$ cat config.mk
export PLATFORM = sky130hd
export DESIGN_NAME = rng_call_arbiter
export DESIGN_NICKNAME = d
export VERILOG_FILES = /design/src/rtl/rng_call_arbiter.sv
export SDC_FILE = /design/constraint.sdc
export NUM_CORES = 1
export LEC_CHECK = 0
export CAP_MARGIN = 10
export CORE_ASPECT_RATIO = 1.75
export CORE_UTILIZATION = 40
export DETAILED_ROUTE_END_ITERATION = 12
export HOLD_SLACK_MARGIN = 0.02
export MAX_ROUTING_LAYER = met4
export PLACE_DENSITY = 0.79
export SETUP_SLACK_MARGIN = 0.02
export SYNTH_ARGS = -nofsm -noshare
export SYNTH_HDL_FRONTEND = slang
export SYNTH_SLANG_ARGS = --single-unit
$ cat constraint.sdc
create_clock -name clk -period 3.7 [get_ports clk]
set_input_delay 0.74 -clock clk [delete_from_list [all_inputs] [get_ports clk]]
set_output_delay 0.74 -clock clk [all_outputs]
set_load 0.02 [all_outputs]
$ cat src/rtl/rng_call_arbiter.sv
// rng_call_arbiter
//   Shares one rng word stream among NREQ passenger call generators. Each
//   granted requester gets a uniformly distributed floor in [0, NUM_FLOORS-1]
//   by rejection sampling the low FLOOR_W bits of the rng word. One rng word is
//   looked at per SAMPLE cycle, so two grants never see the same word.
//
// Ports
//   clk          system clock
//   rst          asynchronous active-low reset
//   rand_in      current rng word, new value every clock
//   req          level request per requester
//   ack          requester has consumed its floor_out slot
//   valid        slot i holds an unconsumed result
//   floor_out    slot i at bits [i*FLOOR_W +: FLOOR_W]
//   busy         FSM is in SAMPLE
//   reject_cnt   total rejected draws, saturating at 255
//   stuck        sticky: a fallback result was issued since reset
//   dbg_state_o  FSM state (0 = IDLE, 1 = SAMPLE)
//   dbg_rr_ptr_o round-robin pointer (last granted requester)
//
// Handshake: a slot result is offered by valid[i]=1 together with its
// floor_out slot; the requester takes it by holding ack[i]=1 for one cycle,
// and valid[i] drops at that edge. ack[i] with valid[i]=0 does nothing. A
// requester is only considered for a new grant while req[i]=1 and valid[i]=0.
module rng_call_arbiter #(
  parameter int NREQ       = 4,
  parameter int RAND_W     = 12,
  parameter int NUM_FLOORS = 10,
  parameter int FLOOR_W    = 4,
  parameter int MAX_REJECT = 15
) (
  input  logic                      clk,
  input  logic                      rst,
  input  logic [RAND_W-1:0]         rand_in,
  input  logic [NREQ-1:0]           req,
  input  logic [NREQ-1:0]           ack,
  output logic [NREQ-1:0]           valid,
  output logic [NREQ*FLOOR_W-1:0]   floor_out,
  output logic                      busy,
  output logic [7:0]                reject_cnt,
  output logic                      stuck,
  output logic                      dbg_state_o,
  output logic [$clog2(NREQ)-1:0]   dbg_rr_ptr_o
);

  localparam int IW = $clog2(NREQ);
  localparam int CW = $clog2(MAX_REJECT + 1);

  typedef enum logic {
    S_IDLE   = 1'b0,
    S_SAMPLE = 1'b1
  } state_t;

  state_t                    state_q, state_d;
  logic [IW-1:0]             win_q, win_d;
  logic [IW-1:0]             rr_ptr_q, rr_ptr_d;
  logic [CW-1:0]             consec_q, consec_d;
  logic [NREQ-1:0]           valid_q, valid_d;
  logic [NREQ*FLOOR_W-1:0]   floor_q, floor_d;
  logic [7:0]                rej_q, rej_d;
  logic                      stuck_q, stuck_d;

  logic [NREQ-1:0]           elig;
  logic                      found;
  logic [IW-1:0]             pick;
  logic [FLOOR_W-1:0]        cand;
  logic                      cand_ok;
  logic [7:0]                rej_inc;

  // Only the low FLOOR_W bits of the rng word are used as the candidate.
  logic unused_rand;
  assign unused_rand = ^rand_in[RAND_W-1:FLOOR_W];

  // Round-robin search starting just after the last granted requester.
  always_comb begin
    elig  = req & ~valid_q;
    found = 1'b0;
    pick  = '0;
    for (int k = 1; k <= NREQ; k++) begin
      int          idx;
      logic [IW-1:0] idx_v;
      idx   = (int'(rr_ptr_q) + k) % NREQ;
      idx_v = IW'(idx);
      if (!found && elig[idx_v]) begin
        found = 1'b1;
        pick  = idx_v;
      end
    end
  end

  always_comb begin
    state_d  = state_q;
    win_d    = win_q;
    rr_ptr_d = rr_ptr_q;
    consec_d = consec_q;
    floor_d  = floor_q;
    rej_d    = rej_q;
    stuck_d  = stuck_q;
    // ack only clears bits that are actually set; a stray ack is a no-op.
    valid_d  = valid_q & ~ack;
    cand     = rand_in[FLOOR_W-1:0];
    cand_ok  = ({1'b0, cand} < (FLOOR_W+1)'(NUM_FLOORS));
    rej_inc  = (rej_q == 8'hFF) ? rej_q : rej_q + 8'd1;

    case (state_q)
      S_IDLE: begin
        if (found) begin
          win_d    = pick;
          consec_d = '0;
          state_d  = S_SAMPLE;
        end
      end
      S_SAMPLE: begin
        if (!req[win_q]) begin
          // Withdrawal wins over everything: nothing is recorded.
          state_d = S_IDLE;
        end else if (cand_ok) begin
          floor_d[int'(win_q)*FLOOR_W +: FLOOR_W] = cand;
          valid_d[win_q] = 1'b1;
          rr_ptr_d       = win_q;
          state_d        = S_IDLE;
        end else if (consec_q == CW'(MAX_REJECT - 1)) begin
          // Too many misses in a row: hand out floor 0 so the requester is
          // never starved, and remember that it happened.
          floor_d[int'(win_q)*FLOOR_W +: FLOOR_W] = '0;
          valid_d[win_q] = 1'b1;
          stuck_d        = 1'b1;
          rr_ptr_d       = win_q;
          rej_d          = rej_inc;
          state_d        = S_IDLE;
        end else begin
          consec_d = consec_q + CW'(1);
          rej_d    = rej_inc;
        end
      end
      default: state_d = S_IDLE;
    endcase
  end

  always_ff @(posedge clk or negedge rst) begin
    if (!rst) begin
      state_q  <= S_IDLE;
      win_q    <= '0;
      rr_ptr_q <= IW'(NREQ - 1);
      consec_q <= '0;
      valid_q  <= '0;
      floor_q  <= '0;
      rej_q    <= '0;
      stuck_q  <= 1'b0;
    end else begin
      state_q  <= state_d;
      win_q    <= win_d;
      rr_ptr_q <= rr_ptr_d;
      consec_q <= consec_d;
      valid_q  <= valid_d;
      floor_q  <= floor_d;
      rej_q    <= rej_d;
      stuck_q  <= stuck_d;
    end
  end

  assign valid        = valid_q;
  assign floor_out    = floor_q;
  assign busy         = (state_q == S_SAMPLE);
  assign reject_cnt   = rej_q;
  assign stuck        = stuck_q;
  assign dbg_state_o  = state_q;
  assign dbg_rr_ptr_o = rr_ptr_q;

endmodule

# ---- Word level (Yosys, flattened, before mapping)
# Index checks and enable logic that the tools add are counted.
dict set report op_classes {
  n_reduce_logical 13
  shifts 3
  mux 40
  add_sub_neg 7
  n_bitwise 8
  n_eq_ne 6
  order_cmp 7
}
# cell count
set ops {}
lappend ops {{$neg A4 Y33} 1}
lappend ops {{$shift A4 B33 Y16 const A} 1}
lappend ops {{$shiftx A4 B33 Y16} 1}
lappend ops {{$shiftx A4 B33 Y16 const A} 1}
lappend ops {{$bwmux W16} 2}
lappend ops {{$mux W16} 2}
lappend ops {{$mux W4} 8}
lappend ops {{$lt A2 B3 Y1 const B} 5}
lappend ops {{$mux W1} 14}
lappend ops {{$mux W2} 6}
lappend ops {{$reduce_and A4 Y1} 3}
lappend ops {{$bmux W1 S2} 5}
lappend ops {{$add A8 B1 Y8 const B} 1}
lappend ops {{$and A4 B4 Y4} 2}
lappend ops {{$eq A8 B8 Y1 const B} 1}
lappend ops {{$not A4 Y4} 2}
lappend ops {{$pmux W4 S2} 1}
lappend ops {{$ne A2 B2 Y1 const B} 3}
lappend ops {{$add A2 B1 Y2 const B} 2}
lappend ops {{$add A2 B2 Y2 const B} 2}
lappend ops {{$add A4 B1 Y4 const B} 1}
lappend ops {{$eq A4 B4 Y1 const B} 1}
lappend ops {{$logic_and A1 B1 Y1} 4}
lappend ops {{$lt A4 B4 Y1 const B} 1}
lappend ops {{10 further kinds} 14}
dict set report word_totals {
  elab_cells 92
  input_bits 22
  out_inout_bits 33
  reg_bits 38
}

# ---- Longest topological paths before layout
# Gate-level depths: netlist of the first run.
dict set report depth {
  word_depth 16
  ltp_mapped 6
  ltp_nobuf 6
}

# ---- Least setup slack after synthesis of the first run
# OpenSTA, ideal clock, no wires.
dict set report synth_path {
  path_type {input port to flip-flop}
  start {input req[3]}
  end {register consec_q[1]}
  setup_ns 0.066
  stages 4
  t_required_ns 3.634
  arrival_ns 1.801
  slack_ns 1.832
  path_buffers 0
  path_cell_list {nor2b_1 > or4_1 > a21oi_1 > a221o_1}
}
dict set report synth_via {
  elab_chain_len 15
  elab_cells_between_ends 24
  cone_classes {eq/ne: 2; mux: 14; bitwise: 1; reduce/logical: 7}
}
# element line
set synth_lines {}
lappend synth_lines {{from (decl)} 35} ;# input logic [NREQ-1:0] req,
lappend synth_lines {{$and A4 B4 Y4} 76} ;# elig = req & ~valid_q;
lappend synth_lines {{$bmux W1 S2} 84} ;# if (!found && elig[idx_v]) begin
lappend synth_lines {{$mux W1 (not written as such)} 84}
lappend synth_lines {{$mux W1} 84}
lappend synth_lines {{$logic_not A1 Y1} 84}
lappend synth_lines {{$logic_and A1 B1 Y1} 84}
lappend synth_lines {{$mux W1} 84}
lappend synth_lines {{$logic_not A1 Y1} 84}
lappend synth_lines {{$logic_and A1 B1 Y1} 84}
lappend synth_lines {{$mux W1} 84}
lappend synth_lines {{$logic_not A1 Y1} 84}
lappend synth_lines {{$logic_and A1 B1 Y1} 84}
lappend synth_lines {{$mux W1} 84}
lappend synth_lines {{$ne A2 B2 Y1 (no line)} n/a}
lappend synth_lines {{$reduce_and A4 Y1 (no line) (*)} n/a}
lappend synth_lines {{to (signal assigned)} 154} ;# consec_q <= consec_d;
lappend synth_lines {{to (decl)} 57} ;# logic [CW-1:0] consec_q, consec_d;
# Mark *: on every way between the ends. The rest lies on a longest branch, timed or not. The select of a mux whose other input is x is not followed.
# A chain may end at the register's enable or synchronous reset.

# ---- Worst setup path after layout of the first run
dict set report layout_path {
  start {input rand_in[3]}
  end {register floor_q[5], in the netlist floor_out[5]}
}
dict set report layout_via {
  elab_chain_len 3
  elab_cells_between_ends 6
  cone_classes {order compare: 1; shift: 1; mux: 2; reduce/logical: 2}
}
# element line
set layout_lines {}
lappend layout_lines {{from (decl)} 34} ;# input logic [RAND_W-1:0] rand_in,
lappend layout_lines {{$lt A4 B4 Y1 / $shiftx A4 B33 Y16 (equally long branches)} {102, 118}}
lappend layout_lines {{$reduce_bool A2 Y1 (no line) / $bwmux W16 (equally long branches)} n/a}
lappend layout_lines {{$reduce_and A3 Y1 (no line) / $mux W16 (equally long branches)} n/a}
lappend layout_lines {{to (signal assigned)} 156} ;# floor_q <= floor_d;
lappend layout_lines {{to (decl)} 59} ;# logic [NREQ*FLOOR_W-1:0] floor_q, floor_d;
# Parallel ways exist; a longest one is shown, timed or not.

==> results of run 1 <==
==> area by class of cell <==
type,count,area (um2),area share
clock buffers,6,82.58,0.03022
clock inverters,1,30.03,0.01099
inverters,17,63.81,0.02335
multi-input cells,146,1072,0.3924
flip-flops and latches,38,953.4,0.3489
well taps,54,67.56,0.02473
repair buffers,47,462.9,0.1694
==> kinds of logic after synthesis <==
group | count (synthesis)
buffers and inverters | 20
adder cells (fa/ha/maj) | 10
multiplexers | 23
XOR/XNOR | 5
AND/OR/NAND/NOR | 79
flip-flops | 38
AO/OA/AOI/OAI | 29
==> per-layer routing <==
metal,track usage,vias up,part of all wire
li1,-,815,-
met1,0.1855,821,0.38
met2,0.3086,40,0.54
met3,0.03444,10,0.035
met4,0.1257,0,0.039
met5,-,-,0
==> layout by cell type, fill, tap and decap left out, types with 4 or more instances in the layout <==
cell type,Yosys,final
nand2_1,22,22
o21ai_0,11,11
dfrtp_1,36,36
mux2i_1,10,10
mux2_2,9,9
clkbuf_8,0,6
nor3_1,6,6
nor2b_1,4,4
clkdlybuf4s50_1,0,45
nand4_1,4,4
nor2_1,13,13
nand3_1,8,8
nand2b_1,6,6
inv_1,17,17
and2_1,4,4
ha_1,10,10
==> critical path: cells and delay by family <==
| family | cells | cell delay (ps) |
|---|---|---|
| AO/OA/AOI/OAI | 1 | 480 |
| buffers and inverters | 1 | 580 |
| multiplexers | 1 | 370 |
| AND/OR/NAND/NOR | 2 | 550 |
==> sequential cells by signal (all words and copies together), names as in the netlist <==
register,flops
floor_out,16
busy,1
win_q,2
reject_cnt,8
valid,4
stuck,1
dbg_rr_ptr_o,2
consec_q,4
==> path summary, 6_finish.rpt <==
check	startpoint	depth (start not counted)	endpoint	slack, ps
min	stuck	2	stuck	480
min reg2reg	stuck	2	stuck	480
max in group asynchronous	rst	1	valid[1]	2620
min in group asynchronous	rst	1	reject_cnt[4]	540
max	rand_in[3]	5	floor_out[5]	1150
max reg2reg	win_q[0]	5	floor_out[5]	1570
==> through the flow <==
step	hold slack (ps)	cell area, um2	utilization	cells
2_1_floorplan	444.4	2116	-	204
3_3_place_gp	449.0	2620	0.5219	302
3_5_place_dp	460.4	2620	0.5219	302
4_1_cts	478.0	2733	0.5444	309
5_1_grt	514.2	2733	0.5444	309
6_report	475.7	2733	0.5444	309
==> report_power, final <==
group	switching (uW)	internal [uW]
registers	147	557
logic	484	440
clock network	141	216
total	771	1210
==> summary.txt, run 1 <==
Global routing
  – Maximum number of pins on one net before global-route repair: 39
  – Vias in the first global route: 1714
  – Initial antenna violation count: 0
  – First-pass GRT wire length: 7624 um
  – GRT Util Overall: 0.1827
  – Gr ovfl total: 0

Place
  – Dpl hpwl: 3401 um
  – Routability cong.: 0.8425
  – I/O Buffers: 46
  – Pre-CTS WS: 853.2 ps

Critical path
  – Crit-path max cell delay: 580 ps
  – CP max stage cell: clkdlybuf4s50_1
  – Required time worst endpoint: 3880 ps
  – Worst setup SP type: input pin
  – Crit Path Max Fanout: 11
  – Arrival time worst endpoint: 2730 ps
  – CP Cell Sequence: clkdlybuf4s50_1 > o21a_1 > nand2_2 > nand3_1 > mux2_2
  – Critical path class: in -> reg
  – Critical path capture point type: flip-flop

Die
  – Core Rows: 34
  – Starting density of the core: 0.4215
  – Core ar.: 5020 um2
  – Die area: 5596 um2
  – Ports: 55
  – Die width: 56.98 um
  – Die Ht: 98.21 um

Detailed routing
  – Average vias per placed instance: 5.456
  – DRT iter0 DRCs: 46
  – Drt total wl: 4534 um
  – Drt first pass iters: 8
  – DR DRC count: 4
  – Antenna Violating Nets Remaining: 0
  – WL per Instance: 14.67 um
  – Vias: 1686

Status
  – Violated checks: design-rule violations
  – Run status: finished with violations

Logic synthesis
  – Sequential-to-total area share from yosys stat: 0.4506
  – Yosys cell types: 45
  – Mapped Cells: 204
  – Largest family of logic cells by synthesized area: simple AND/OR/NAND/NOR gates
  – Compound-gate portion of the synthesized area: 0.1053
  – Cell taking the most area after synthesis: dfrtp_1
  – Top_reg_cell synth: dfrtp_1
  – Post-Synth Adder-Cell Area: 0.05914
  – Yosys warns: 0
  – XOR/XNOR share of the synthesized area: 0.02070
  – Post-synth top area share: 0.4258
  – Ranking of synthesized cells by area: dfrtp_1 (43%), ha_1 (5.9%), mux2_2 (4.8%)
  – Number of synthesized register bits: 38
  – Mapped Nets: 236
  – Synth top cells by count: dfrtp_1 (36), nand2_1 (22), inv_1 (17)
  – Ys async rst share: 1.000
  – EDFF count, synth: 0
  – Most common cell in the netlist: dfrtp_1
  – Mean post-synth cell area: 10.37 um2
  – Simple-Gate Fraction of Synth Area: 0.1928
  – Mapped Area: 2116 um2
  – Post-synthesis mux area share: 0.1289

Pwr
  – Leakage power: 0.001263 uW
  – Pwr Density: 726.1 nW/um2
  – Pwr Total: 1984 uW
  – Peak VDD IR: 376.6 uV

Clock network
  – CTS sink count: 38
  – CTS resizes: 0
  – CTS clk-pin slew, worst paths: 70 ps
  – Postcts setup bufs: 0
  – Cts hold-fix bufs: 0
  – H-tree Lvls: 2
  – Root Buffer: clkbuf_8
  – CTS tree: built
  – Worst skew pair latency: 290 ps
  – Max Root-Sink Buffers: 2
  – Num CTS Buffers: 5

Layout
  – # nets final: 287
  – Fraction of layout cells with a size suffix above 1: 0.1176
  – Ant. Diodes: 0
  – Syn-to-layout area delta: 29.15%
  – Fill count: 457

Job
  – MaxCap Viol Count: 0

STA
  – Setup Skew: 5.950 ps
  – Max-slew violations: 0
  – Post-route worst setup slack: 1154 ps
  – Worst Tran Pin Value: 841.7 ps
  – Max-slew headroom: 0.4389
  – Period utilisation layout: 0.6880
  – RSZ-0062 raised after global routing: false
  – Peak Freq: 0.3928 GHz
  – Final Hold Viols: 0
  – Setup TNS: 0 ps
  – Final min period: 2546 ps
  – Final setup violation count: 0

Hold path
  – HP Class: reg -> reg
No activity file was read; power rests on OpenSTA's default activity.
==> run 2, diff against run 1 <==
PLACE_DENSITY = 0.81   (was 0.79)
clock period = 2.3 ns   (was 3.7 ns; I/O delays follow)
==> run 2 against run 1 <==
  * The run still ends with design-rule violations left
  * Clock power rose by 35%
  * First-iteration DRC count shrank 35%
  * Hold slack worse by 220 ps
  * Register-to-register slack lost 1100 ps
  * Critical path type is now reg -> out
  * Critical endpoint is now dbg_rr_ptr_o[1]
==> summary.txt, run 2 (same netlist as run 1, synthesis figures left out) <==
Critical path
  – Critical path capture point type: output port
  – Depth of the worst register-to-register path: 6
  – Critical path class: reg -> out
  – CP max stage cell: clkdlybuf4s50_1
  – CP bufs+invs: 1
  – CP top delay family: buffers and inverters
  – Arrival time worst endpoint: 1510 ps
  – Crit Path Max Fanout: 7
  – Worst setup SP type: flip-flop
  – Critical path depth: 1
  – Crit-path max cell delay: 620 ps
  – CP Cell Sequence: clkdlybuf4s50_1
  – Required time worst endpoint: 1840 ps

Global routing
  – Vias in the first global route: 1753
  – Maximum number of pins on one net before global-route repair: 39
  – Gr ovfl total: 0
  – GRT Util Overall: 0.1818
  – Initial antenna violation count: 0
  – First-pass GRT wire length: 7686 um

STA
  – Setup TNS: 0 ps
  – Worst Tran Pin Value: 828.5 ps
  – Max-slew headroom: 0.4476
  – Final min period: 1967 ps
  – Max-slew violations: 0
  – Peak Freq: 0.5084 GHz
  – Period utilisation layout: 0.8552
  – RSZ-0062 raised after global routing: false
  – Setup Skew: 4.028 ps
  – Final setup violation count: 0
  – Hold_ws: 258.6 ps
  – Final Hold Viols: 0

Clock network
  – CTS clk-pin slew, worst paths: 80 ps
  – Root Buffer: clkbuf_8
  – Cts hold-fix bufs: 0
  – Worst skew pair latency: 290 ps
  – Postcts setup bufs: 0
  – CTS tree: built
  – Num CTS Buffers: 5
  – Max Root-Sink Buffers: 2
  – CTS resizes: 0
  – CTS sink count: 38
  – H-tree Lvls: 2

Pwr
  – Logic pwr share: 0.495
  – Switching share of power: 0.3988
  – Psw: 1271 uW
  – Pwr Density: 1131 nW/um2
  – Peak VDD IR: 602.4 uV
  – Internal: 1916 uW
  – Sequential share of power: 0.354
  – Leakage power: 0.001315 uW
  – Clk network pwr share: 0.151

Layout
  – Multi-input logic area: 1072 um2
  – Flip-flop and latch area: 953.4 um2
  – Syn-to-layout area delta: 33.18%
  – Fraction of layout cells with a size suffix above 1: 0.1604
  – Most common cell after layout, fill and taps aside: clkdlybuf4s50_1
  – Most frequent cells in the layout: clkdlybuf4s50_1 (45), dfrtp_1 (36), nand2_1 (22)
  – Final non-filler cell total: 322
  – Number of flip-flops in the largest register: 16
  – Fill count: 454
  – Ant. Diodes: 0
  – # nets final: 299

Detailed routing
  – Antenna Violating Nets Remaining: 0
  – Drt total wl: 4598 um
  – Vias: 1742
  – WL per Instance: 14.28 um
  – Average vias per placed instance: 5.410
  – Drt first pass iters: 8
  – DRT iter0 DRCs: 30
  – DR DRC count: 4

Die
  – Die Ht: 98.21 um
  – Core ar.: 5020 um2
  – Core Rows: 34
  – Starting density of the core: 0.4215
  – Ports: 55
  – Die area: 5596 um2
  – Die width: 56.98 um

Hold path
  – HP Class: in -> async

Status
  – Run status: finished with violations
  – Violated checks: design-rule violations

Place
  – I/O Buffers: 46
  – DP Cell Count: 314
  – Dpl hpwl: 3476 um
  – Routability cong.: 0.7856

Job
  – MaxCap Viol Count: 0
[run 2: cell types whose count changed in the layout (fill, tap and decap cells not counted), sizes merged]
cell / change
buf: +12
bufinv: -1
clkinv: +1
clkinvlp: +1
[run 2: power groups by stage]
stage          Clock [uW]  Sequential, uW  Combinational, uW
2_1_floorplan           0            1320                710
3_3_place_gp            0            1140               1550
3_5_place_dp            0            1140               1580
4_1_cts               495            1130               1590
5_1_grt               517            1170               1720
6_report              481            1130               1580
[run 2: final cells by class]
cell class                      count  area share
Multi-Input combinational cell    146      0.3806
Timing Repair Buffer               59      0.2007
Sequential cell                    38      0.3384
Clock inverter                      2    0.004441
Clock buffer                        6     0.02931
Inverter                           17     0.02265
Tap cell                           54     0.02398
[run 2: routing by layer]
metal  part of all wire  vias up  track usage
met4              0.031        0       0.1013
met1               0.39      846       0.1845
met3              0.033       10      0.01722
met2               0.55       44       0.3303
li1                   -      842            -
met5                  0        -            -
[run 2: per-stage QoR]
step,total power [uW],instance area (um2),utilization,setup slack [ps]
after floorplan,2034,2116,-,548.7
after global placement,2692,2723,0.5424,92.78
after detailed placement,2722,2723,0.5424,62.22
after CTS,3218,2818,0.5613,325.5
after global routing,3404,2818,0.5613,246.6
final,3187,2818,0.5613,333.0
[run 2: worst reg2reg max path, stage by stage, from the launching register on]
cell	delay [ps]
dfrtp_1	520
inv_1	210
ha_1	300
nor4b_1	390
buf_4	190
nand2_1	60
mux2i_1	120
[run 2: path summary, 6_finish.rpt]
path,start,to,slack (ps)
max,dbg_rr_ptr_o[1],dbg_rr_ptr_o[1],330
min,rst,reject_cnt[4],260
max reg2reg,win_q[0],floor_out[7],430
min reg2reg,stuck,stuck,480
max in group asynchronous,rst,floor_out[6],1510
min in group clk,stuck,stuck,480
==> run 3, diff against run 2 <==
CELL_PAD_IN_SITES_DETAIL_PLACEMENT = 1   (was default)
CELL_PAD_IN_SITES_GLOBAL_PLACEMENT = 2   (was default)
CORE_UTILIZATION = 27   (was 40)
PLACE_DENSITY = 0.86   (was 0.81)
==> run 3 against run 2 <==
  * The flow now finishes without violations
  * Fmax fell by 0.14%
  * First-iteration DRC count rose by 100%
  * Wire length is 20% higher
  * Cell count rose by 11%
  * Critical endpoint unchanged
  * Sequential power hardly changed
  * Register-to-register slack is essentially flat
  * Die area is 47% higher
  * Count of clock-buffer cells in the layout is 1 lower
  * Sequential cell count unchanged
==> summary.txt, run 3 (same netlist as run 1, synthesis figures left out) <==
Layout
  – Final non-filler cell total: 358
  – Fin area: 2938 um2
  – Most frequent cells in the layout: clkdlybuf4s50_1 (45), dfrtp_1 (36), nand2_1 (22)
  – Ant. Diodes: 0
  – Syn-to-layout area delta: 38.85%
  – # nets final: 301
  – Number of flip-flops in the largest register: 16
  – Fraction of layout cells with a size suffix above 1: 0.1667
  – Most common cell after layout, fill and taps aside: clkdlybuf4s50_1

Clock network
  – Num CTS Buffers: 5
  – CTS sink count: 38
  – Max Root-Sink Buffers: 2
  – H-tree Lvls: 2
  – Root Buffer: clkbuf_16
  – Worst skew pair latency: 290 ps
  – Postcts setup bufs: 0
  – CTS tree: built
  – CTS clk-pin slew, worst paths: 60 ps
  – Cts hold-fix bufs: 0
  – CTS resizes: 0

Critical path
  – CP top delay family: buffers and inverters
  – Setup slack, reg-to-reg: 420 ps
  – Required time worst endpoint: 1840 ps
  – Critical path capture point type: output port
  – Worst setup SP type: flip-flop
  – Worst r2r src: win_q[0]
  – Crit-path max cell delay: 620 ps
  – CP max stage cell: clkdlybuf4s50_1
  – Critical path class: reg -> out
  – CP Cell Sequence: clkdlybuf4s50_1
  – Depth of the worst register-to-register path: 6
  – Arrival time worst endpoint: 1510 ps
  – Crit Path Max Fanout: 7
  – R2R Path End: floor_out[6]
  – CP bufs+invs: 1

STA
  – Post-route worst setup slack: 330.3 ps
  – Final min period: 1970 ps
  – Peak Freq: 0.5077 GHz
  – Final setup violation count: 0
  – Worst Tran Pin Value: 858.2 ps
  – Final Hold Viols: 0
  – Max-slew violations: 0
  – RSZ-0062 raised after global routing: false
  – Setup Skew: 6.795 ps
  – Max-slew headroom: 0.4279
  – Period utilisation layout: 0.8564
  – Setup TNS: 0 ps

Place
  – DP Cell Count: 350
  – Routability cong.: 0.8231
  – I/O Buffers: 46
  – Dpl cell area: 2768 um2
  – Dpl hpwl: 4322 um
  – Pre-CTS WS: 69.87 ps

Hold path
  – HP Class: in -> async

Detailed routing
  – DRT iter0 DRCs: 61
  – Drt first pass iters: 4
  – Average vias per placed instance: 4.947
  – DR DRC count: 0
  – Vias: 1771
  – Antenna Violating Nets Remaining: 0
  – WL per Instance: 15.35 um
  – Drt total wl: 5497 um

Global routing
  – Maximum number of pins on one net before global-route repair: 39
  – GRT Util Overall: 0.1608
  – Initial antenna violation count: 0
  – Gr ovfl total: 0
  – Vias in the first global route: 1908
  – First-pass GRT wire length: 9425 um

Status
  – Run status: complete, no violations

Die
  – Starting density of the core: 0.2796
  – Core ar.: 7567 um2
  – Ports: 55
  – Die width: 68.92 um
  – Core Rows: 42
  – Die Ht: 119.1 um
  – Die area: 8208 um2

Pwr
  – Leakage power: 0.001351 uW
  – Peak VDD IR: 459.7 uV
  – Pwr Total: 3524 uW
  – Pwr Density: 1200 nW/um2

Job
  – MaxCap Viol Count: 0
-- run 3: cell count changes in the layout (fill, tap and decap cells not counted) --
cell	change
clkinvlp_4	+1
bufinv_16	+1
clkbuf_16	+5
clkinv_2	-1
clkbuf_8	-6
buf_4	+3
buf_12	-1
-- run 3: layout make-up --
class	count	area, um2
timing repair buffer	61	568.0
multi-input combinational	146	1072
fill	885	4629
tap	88	110.1
inverter	17	63.81
sequential	38	953.4
clock buffer	5	125.1
clock inverter	3	45.04
-- run 3: through the flow --
step	hold WS (ps)	util
5_1_grt	359.8	0.3882
3_3_place_gp	472.7	0.3657
4_1_cts	326.3	0.3882
3_5_place_dp	472.5	0.3657
6_report	277.8	0.3882
2_1_floorplan	164.4	-
-- run 3: worst max path at each step --
stage,end,cells after the start,startpoint
2_1_floorplan,floor_out[5],5,win_q[0]
3_3_place_gp,floor_out[1],6,req[3]
3_5_place_dp,floor_out[1],6,req[3]
4_1_cts,dbg_rr_ptr_o[1],1,dbg_rr_ptr_o[1]
5_1_grt,floor_out[7],6,win_q[0]
6_report,dbg_rr_ptr_o[1],1,dbg_rr_ptr_o[1]
-- run 3: power breakdown --
part / internal, uW / switching (uW)
sequential: 898 / 245
clock: 511 / 281
combinational: 768 / 821
-- run 3: metal layers --
metal	up-vias	track usage	routed length, um
li1	840	-	-
met1	889	0.1658	1996
met2	29	0.2755	3172
met3	13	0.02969	120
met4	0	0.08418	209
met5	-	-	0
